## config.mk

```make
export PLATFORM = sky130hd
export DESIGN_NAME = uart_byte_receiver
export DESIGN_NICKNAME = d
export VERILOG_FILES = /design/src/rtl/uart_byte_receiver.sv
export SDC_FILE = /design/constraint.sdc
export NUM_CORES = 1
export LEC_CHECK = 0
export BUFFER_PORTS_ARGS = -buffer_cell sky130_fd_sc_hd__clkbuf_2
export CORE_MARGIN = 4
export CORE_UTILIZATION = 35
export CTS_CLUSTER_SIZE = 40
export DETAILED_ROUTE_END_ITERATION = 7
export SLEW_MARGIN = 20
export SYNTH_ARGS = -nofsm -noshare
export SYNTH_HDL_FRONTEND = slang
export SYNTH_SLANG_ARGS = --single-unit
```

## constraint.sdc

```tcl
create_clock -name clk -period 3.2 [get_ports clk]
set_clock_uncertainty 0.2 [all_clocks]
set_input_delay 0 -clock clk [delete_from_list [all_inputs] [get_ports clk]]
set_output_delay 0 -clock clk [all_outputs]
set_load 0.02 [all_outputs]
```

## src/rtl/uart_byte_receiver.sv

```systemverilog
// Oversampling 8N1 UART receiver for the program loader: delivers each good byte as a
// one-cycle rx_valid pulse, rejects start-bit glitches and flags stop-bit framing errors.
module uart_byte_receiver #(
  parameter int CLKS_PER_BIT = 868
) (
  input  logic       clk,
  input  logic       reset,
  input  logic       uart_serial_rx,
  output logic [7:0] rx_data,
  output logic       rx_valid,
  output logic       frame_error
);

  localparam int N     = CLKS_PER_BIT;
  localparam int H     = N / 2;
  localparam int CNT_W = $clog2(N);

  localparam logic [CNT_W-1:0] CNT_ZERO = CNT_W'(0);
  localparam logic [CNT_W-1:0] CNT_ONE  = CNT_W'(1);
  localparam logic [CNT_W-1:0] LAST_CNT = CNT_W'(N - 1);
  localparam logic [CNT_W-1:0] MID_CNT  = CNT_W'(H - 1);

  typedef enum logic [2:0] {
    S_WAIT_IDLE = 3'd0,
    S_IDLE      = 3'd1,
    S_START     = 3'd2,
    S_DATA      = 3'd3,
    S_STOP      = 3'd4
  } state_t;

  logic             sync_meta_r;
  logic             line_r;
  state_t           state_r;
  logic [CNT_W-1:0] cnt_r;
  logic [2:0]       bit_idx_r;
  logic [7:0]       shift_r;
  logic [7:0]       rx_data_r;
  logic             rx_valid_r;
  logic             frame_error_r;

  assign rx_data     = rx_data_r;
  assign rx_valid    = rx_valid_r;
  assign frame_error = frame_error_r;

  // Two-flop synchroniser; resets to the idle-high line level
  always_ff @(posedge clk) begin
    if (reset) begin
      sync_meta_r <= 1'b1;
      line_r      <= 1'b1;
    end else begin
      sync_meta_r <= uart_serial_rx;
      line_r      <= sync_meta_r;
    end
  end

  // Receive FSM: counters, shift register and registered output pulses
  always_ff @(posedge clk) begin
    if (reset) begin
      state_r       <= S_WAIT_IDLE;
      cnt_r         <= CNT_ZERO;
      bit_idx_r     <= 3'd0;
      shift_r       <= 8'h00;
      rx_data_r     <= 8'h00;
      rx_valid_r    <= 1'b0;
      frame_error_r <= 1'b0;
    end else begin
      rx_valid_r    <= 1'b0;
      frame_error_r <= 1'b0;
      case (state_r)
        S_WAIT_IDLE: begin
          // Only a full bit time of continuous idle re-arms the receiver
          if (!line_r) begin
            cnt_r <= CNT_ZERO;
          end else if (cnt_r == LAST_CNT) begin
            cnt_r   <= CNT_ZERO;
            state_r <= S_IDLE;
          end else begin
            cnt_r <= cnt_r + CNT_ONE;
          end
        end
        S_IDLE: begin
          cnt_r     <= CNT_ZERO;
          bit_idx_r <= 3'd0;
          if (!line_r) begin
            state_r <= S_START;
          end else begin
            state_r <= S_IDLE;
          end
        end
        S_START: begin
          if (cnt_r == MID_CNT) begin
            cnt_r     <= CNT_ZERO;
            bit_idx_r <= 3'd0;
            if (line_r) begin
              state_r <= S_IDLE;
            end else begin
              state_r <= S_DATA;
            end
          end else begin
            cnt_r <= cnt_r + CNT_ONE;
          end
        end
        S_DATA: begin
          if (cnt_r == LAST_CNT) begin
            cnt_r              <= CNT_ZERO;
            shift_r[bit_idx_r] <= line_r;
            if (bit_idx_r == 3'd7) begin
              state_r <= S_STOP;
            end else begin
              bit_idx_r <= bit_idx_r + 3'd1;
            end
          end else begin
            cnt_r <= cnt_r + CNT_ONE;
          end
        end
        S_STOP: begin
          // Leaving at mid stop bit lets a zero-gap next start edge be caught
          if (cnt_r == LAST_CNT) begin
            cnt_r <= CNT_ZERO;
            if (line_r) begin
              rx_data_r  <= shift_r;
              rx_valid_r <= 1'b1;
              state_r    <= S_IDLE;
            end else begin
              frame_error_r <= 1'b1;
              state_r       <= S_WAIT_IDLE;
            end
          end else begin
            cnt_r <= cnt_r + CNT_ONE;
          end
        end
        default: begin
          state_r <= S_WAIT_IDLE;
          cnt_r   <= CNT_ZERO;
        end
      endcase
    end
  end

  uart_byte_receiver_checker u_checker (
    .clk         (clk),
    .reset       (reset),
    .rx_valid    (rx_valid_r),
    .frame_error (frame_error_r)
  );

endmodule

// Output pulse properties of the receiver: exclusive and single-cycle.
module uart_byte_receiver_checker (
  input logic clk,
  input logic reset,
  input logic rx_valid,
  input logic frame_error
);

  a_exclusive: assert property (@(posedge clk) disable iff (reset) !(rx_valid && frame_error));
  a_valid_single: assert property (@(posedge clk) disable iff (reset) rx_valid |=> !rx_valid);
  a_ferr_single: assert property (@(posedge clk) disable iff (reset) frame_error |=> !frame_error);

endmodule

```

==> flow_summary.toml, run 1 <==
[status]
status = "finished clean"

[drt]
vias = 1209
drc_errors = 0
drt.antenna.violating_nets = 0
drtPass1Iterations = 4
drt_wl_total_um = 2930
first_iter_violations = 26
wire_per_inst_um = 12.0
avgViaCountPerCell = 4.95

[finish]
area_growth_pct = 13.0
multi_input_area_sq_um = 886
nNetsFinal = 198
drive_gt1_frac = 0.146
antennaDiodeCount = 0
utilization = 0.418
fillerInstances = 444
seq_area_sq_um = 721
final_cell_area_sq_um = 1870

[synthesis]
synthAdderAreaFrac = 0.0302
muxShareOfSynthArea = 0.122
synth_edf_count = 0
yosysUniqueCellTypes = 36
synth_xor_area_frac = 0.0476
yosys.area_share.simple = 0.285
seq_area_frac_synth = 0.435
synth_seq_cells = 36
synth_nets = 186
synthArstFlopShare = 0
syn_area_sq_um = 1660
synth_top_family_by_area = "simple AND/OR/NAND/NOR gates"
synth_compound_area_frac = 0.0498
synth_flop_cell = "dfxtp_1"
syn_inst = 179
ys_warn_count = 0
syn_avg_cell_area_sq_um = 9.25

[floorplan]
die_x_um = 76.8
design.core.area_sq_um = 4470
rows = 24
io_pins = 13
initial_core_util = 0.370
die_area_sq_um = 5900
die_h_um = 76.8

[placed_design]
port_buffers = 12
post_dp_cell_area_sq_um = 1750
dp_slack_ps = 954
hpwl_um = 1940
place.gp.congestion = 0.816

[power]
power_density_nw_per_um2 = 495
peakVddDrop_mv = 0.245
p_leak_nw = 0.787
total_power_w = 0.000927

[cts]
cts_resized = 0
clkLatencyLatePin_ps = 290
cts_num_sinks = 36
post_cts_buffers = 0
cts.root.buffer_cell = "clkbuf_8"
cts_tree = "built"
cts_max_path_buffers = 2
hold_buffers = 1
cts_inserted_buffers = 5
htreeDepth = 2
clk_pin_slew_ps = 70

[critical_path]
endpoint_kind = "flip-flop"
start_kind = "flip-flop"
slowest_stage = "nor4_4"
cpLargestDelayFamily = "simple AND/OR/NAND/NOR gates"
crit_arrival_ps = 2280
r2r_setup_slack_ps = 870
path_cells = "ha_1, nand4bb_1, nor4_4, and4bb_1, mux2i_1, nor2_1"
crit_buf_inv = 0
path_max_fanout = 8
slowest_delay_ps = 480
cp.required_ps = 3150
timing_worst_setup_path_type = "reg2reg"

[grt]
grt_pass1_vias = 1146
gr-total-overflow = 0
antenna_found_initial = 0
grt_max_degree = 28
grt_pass1_wl_um = 5170
track_usage = 0.109

[timing]
fin_setup_tns_ps = 0
period_needed_ps = 2330
tightest_slew_ps = 547
hold_viol = 0
maxSlewViolCount = 0
finalCritPeriodShare = 0.728
timing.fmax_ghz = 0.429
relSlewSlack = 0.635
fin_ws_ps = 869
setup_violations = 0
rsz0062_at_grt = "false"

[min_path]
hold_class = "in2reg"

[job]
drv_cap = 0
cells in the final DEF, fill, tap and decap left out, types with 3 or more instances in the layout:
master | synthesis | layout
a21oi_1 | 3 | 3
clkbuf_2 | 0 | 12
clkbuf_8 | 0 | 5
dfxtp_1 | 36 | 36
ha_1 | 4 | 4
inv_1 | 5 | 5
mux2i_1 | 19 | 19
nand2_1 | 5 | 5
nand2b_1 | 3 | 3
nand3_1 | 6 | 6
nand4_1 | 3 | 3
nand4b_1 | 4 | 4
nor2_1 | 39 | 39
nor3_1 | 5 | 5
nor4_1 | 3 | 3
xnor2_1 | 6 | 6
xor2_1 | 3 | 3
flip-flops by register name (all words and copies together) (netlist names):
register	cells
cnt_r	10
rx_data	8
shift_r	8
bit_idx_r	3
state_r	3
frame_error	1
line_r	1
rx_valid	1
sync_meta_r	1
through the flow:
stage / cells / hold slack, ps
final: 244 / 49.6
after global routing: 244 / 73.1
after CTS: 244 / 51.7
after detailed placement: 235 / -12.2
after global placement: 235 / -16.5
after floorplan: 179 / -96.2
kinds of logic (layout without fill, tap and decap cells):
family | Yosys count | count (layout)
XOR/XNOR | 9 | 9
AND/OR/NAND/NOR | 85 | 85
adder cells (fa/ha/maj) | 4 | 4
flip-flops | 36 | 36
multiplexers | 20 | 20
AO/OA/AOI/OAI | 12 | 12
buffers and inverters | 13 | 26
final timing paths:
| kind | to | depth (start not counted) | start |
|---|---|---|---|
| worst max-delay path | shift_r[2]$_SDFFE_PP0P_ | 6 | cnt_r[0]$_SDFF_PP0_ |
| worst min-delay path | rx_data[7]$_SDFFE_PP0P_ | 2 | reset |
| worst max register to register | shift_r[2]$_SDFFE_PP0P_ | 6 | cnt_r[0]$_SDFF_PP0_ |
| worst min register to register | line_r$_SDFF_PP1_ | 1 | sync_meta_r$_SDFF_PP1_ |
synth_stat cells (2+ instances only):
| cell type | count | area [sq um] |
|---|---|---|
| o21ai_0 | 2 | 10.0 |
| nor2_1 | 39 | 146 |
| a21oi_1 | 3 | 15.0 |
| or2_2 | 2 | 12.5 |
| nand4_1 | 3 | 18.8 |
| xor2_1 | 3 | 26.3 |
| nand2_1 | 5 | 18.8 |
| clkbuf_1 | 7 | 26.3 |
| xnor2_1 | 6 | 52.6 |
| and4bb_1 | 2 | 25.0 |
| nor3b_1 | 2 | 15.0 |
| dfxtp_1 | 36 | 721 |
| mux2i_1 | 19 | 190 |
| nand3_1 | 6 | 30.0 |
| nor4_1 | 3 | 18.8 |
| nand2b_1 | 3 | 18.8 |
| inv_1 | 5 | 18.8 |
| nand4b_1 | 4 | 35.0 |
| o22ai_1 | 2 | 12.5 |
| nor3_1 | 5 | 25.0 |
| nand3b_1 | 2 | 15.0 |
| ha_1 | 4 | 50.1 |
| and3b_1 | 2 | 17.5 |
| and2_1 | 2 | 12.5 |
area by class of cell:
cell class	instances	share of cell area
repair buffers	13	0.0374
clock inverters	3	0.0227
inverters	5	0.0100
flip-flops and latches	36	0.385
clock buffers	5	0.0368
well taps	52	0.0348
multi-input cells	130	0.473
power by group:
group          internal (W)  switching, W
Clock              0.000230      0.000163
Sequential         0.000458     0.0000190
Combinational     0.0000264     0.0000303
per-layer routing:
metal / wire length, um / vias up / global-route usage
li1: - / 652 / -
met1: 1560 / 532 / 0.141
met2: 1190 / 18 / 0.159
met3: 91 / 7 / 0.0281
met4: 88 / 0 / 0.0707
met5: 0 / - / 0
No activity file was read; power rests on OpenSTA's default activity.
==> run 2: changes to the inputs <==
--- a/config.mk
+++ b/config.mk
@@ -5,6 +5,7 @@
 export SDC_FILE = /design/constraint.sdc
 export NUM_CORES = 1
 export LEC_CHECK = 0
+export ABC_AREA = 1
 export BUFFER_PORTS_ARGS = -buffer_cell sky130_fd_sc_hd__clkbuf_2
 export CORE_MARGIN = 4
 export CORE_UTILIZATION = 35
==> constraint.sdc (replaced) <==
create_clock -name clk -period 2.2 [get_ports clk]
set_clock_uncertainty 0.2 [all_clocks]
set_input_delay 0 -clock clk [delete_from_list [all_inputs] [get_ports clk]]
set_output_delay 0 -clock clk [all_outputs]
set_load 0.02 [all_outputs]
==> run 2 against run 1 <==
Against the previous run: via count grew 21%; synthesized cell count grew 31%; worst setup slack got worse by 400 ps; register-to-register slack lost 400 ps; clock power grew 47%; largest cell class unchanged; largest power group unchanged.
==> flow_summary.toml, run 2 <==
[drt]
drtPass1Iterations = 4
drc_errors = 0
wire_per_inst_um = 10.3
vias = 1462
avgViaCountPerCell = 4.54
drt.antenna.violating_nets = 0
first_iter_violations = 94
drt_wl_total_um = 3320

[power]
internal_power_w = 0.00101
pwr-share-clk = 0.450
power_density_nw_per_um2 = 632
pwr-share-seq = 0.517
total_power_w = 0.00128
p_leak_nw = 0.855
power.switching_w = 0.000272
peakVddDrop_mv = 0.218
swShare = 0.212
combPwrFrac = 0.033

[cts]
cts_num_sinks = 36
cts_tree = "built"
cts_max_path_buffers = 2
cts_resized = 0
cts_inserted_buffers = 5
clk_pin_slew_ps = 70
htreeDepth = 2
cts.root.buffer_cell = "clkbuf_8"
clkLatencyLatePin_ps = 280

[floorplan]
io_pins = 13
rows = 25
design.core.area_sq_um = 4790
die_x_um = 78.7
initial_core_util = 0.365
die_area_sq_um = 6190
die_h_um = 78.7

[job]
drv_cap = 0

[synthesis]
synth_nets = 241
synth_edf_count = 0
synthArstFlopShare = 0
ys_top_cells_by_count = "50 x nor2_1, 37 x nand2_1, 36 x dfxtp_1"
seq_area_frac_synth = 0.412
syn_inst = 234
synth.most_common_cell = "nor2_1"
yosys.area.top_type = "dfxtp_1"
syn_avg_cell_area_sq_um = 7.47
yosys.area.top_type_share = 0.412
netlist_top_cells_area = "dfxtp_1 41%, nor2_1 11%, nand2_1 7.9%"
ys_warn_count = 0
yosysUniqueCellTypes = 29
synth_seq_cells = 36
synth_flop_cell = "dfxtp_1"
syn_area_sq_um = 1750

[timing]
rsz0062_at_grt = "false"
fin_ws_ps = 468
fin_setup_tns_ps = 0
timing.fmax_ghz = 0.577
hold_viol = 0
maxSlewViolCount = 0
setup_violations = 0
tightest_slew_ps = 505
finalCritPeriodShare = 0.787
period_needed_ps = 1730
relSlewSlack = 0.663

[critical_path]
rr_worst_depth = 8
path_max_fanout = 9
reg2reg_from = "cnt_r[0]$_SDFF_PP0_"
r2r_setup_slack_ps = 470
rr_endpoint = "shift_r[6]$_SDFFE_PP0P_"
setup.worst_path.end = "shift_r[6]$_SDFFE_PP0P_"
crit_arrival_ps = 1720
start_kind = "flip-flop"
startpoint = "cnt_r[0]$_SDFF_PP0_"
cp.required_ps = 2180
timing_worst_setup_path_type = "reg2reg"
endpoint_kind = "flip-flop"

[finish]
largest_reg_flops = 10
antennaDiodeCount = 0
final_cell_mix = "50 x nor2_1, 37 x nand2_1, 36 x dfxtp_1"
regMostFlops = "cnt_r"
nNetsFinal = 261
final_common_cell = "nor2_1"
area_growth_pct = 16.0
drive_gt1_frac = 0.196
fillerInstances = 477

[placed_design]
hpwl_um = 2480
place.gp.congestion = 0.815
dp_slack_ps = 453
port_buffers = 12

[grt]
antenna_found_initial = 0
grt_max_degree = 19
grt_pass1_wl_um = 6070
track_usage = 0.124
grt_pass1_vias = 1348
gr-total-overflow = 0

[min_path]
hold_class = "reg2reg"

[status]
status = "finished clean"
-- run 2: critical path: stages (launching register included) --
cell and delay, ps:
dfxtp_1 390, ha_1 210, nand2_1 60, nor2_1 170
nand2_4 140, inv_2 160, nand3_1 80, o21ai_0 160
nor2_1 50
-- run 2: layout make-up --
type,instances,area [sq um],share of cell area
clock inverter,3,42.5,0.0210
sequential,36,721,0.356
timing repair buffer,16,97.6,0.0481
tap,67,83.8,0.0414
inverter,23,91.3,0.0451
clock buffer,5,68.8,0.0340
multi-input combinational,172,922,0.455
-- run 2: stage by stage --
step	utilization	hold slack (ps)	cell area, sq um	cells
5_1_grt	0.424	222	2030	322
4_1_cts	0.424	220	2030	322
2_1_floorplan	-	-96.2	1750	234
3_5_place_dp	0.394	-10.5	1890	311
3_3_place_gp	0.394	-12.5	1890	311
6_report	0.424	217	2030	322
-- run 2: kinds of logic (layout without fill, tap and decap cells) --
| logic type | after synthesis | count (layout) | synth area share |
|---|---|---|---|
| AOI/OAI and AO/OA | 32 | 32 | 0.101 |
| and+or+nand+nor | 133 | 133 | 0.383 |
| buffers and inverters | 26 | 47 | 0.0601 |
| xor gates and xnor gates | 3 | 3 | 0.0150 |
| DFF | 36 | 36 | 0.412 |
| adders and majority gates | 4 | 4 | 0.0286 |
-- run 2: routing by layer --
metal | track usage | wire length (um)
met4 | 0.0524 | 38
met5 | 0 | 0
met2 | 0.179 | 1350
met3 | 0.0356 | 133
met1 | 0.170 | 1800
-- run 2: how the worst min path moves through the flow --
stage | from | end | slack, ps | cells past startpoint
4_1_cts | sync_meta_r$_SDFF_PP1_ | line_r$_SDFF_PP1_ | 220 | 1
6_report | sync_meta_r$_SDFF_PP1_ | line_r$_SDFF_PP1_ | 220 | 1
3_3_place_gp | uart_serial_rx | sync_meta_r$_SDFF_PP1_ | -10 | 2
2_1_floorplan | uart_serial_rx | sync_meta_r$_SDFF_PP1_ | -100 | 1
5_1_grt | sync_meta_r$_SDFF_PP1_ | line_r$_SDFF_PP1_ | 220 | 1
3_5_place_dp | uart_serial_rx | sync_meta_r$_SDFF_PP1_ | -10 | 2
-- run 2: repair_timing --
action,in CTS,in global routing
endpoints found under the hold margin,8,0
hold buffers,3,0
setup buffers,0,0
-- run 2: power by group through the flow --
stage | sequential [W] | combinational, W | clock [W]
after floorplan | 0.000676 | 0.0000295 | 0
after global placement | 0.000677 | 0.0000383 | 0
after detailed placement | 0.000678 | 0.0000383 | 0
after CTS | 0.000662 | 0.0000424 | 0.000600
after global routing | 0.000663 | 0.0000487 | 0.000633
final | 0.000662 | 0.0000417 | 0.000576
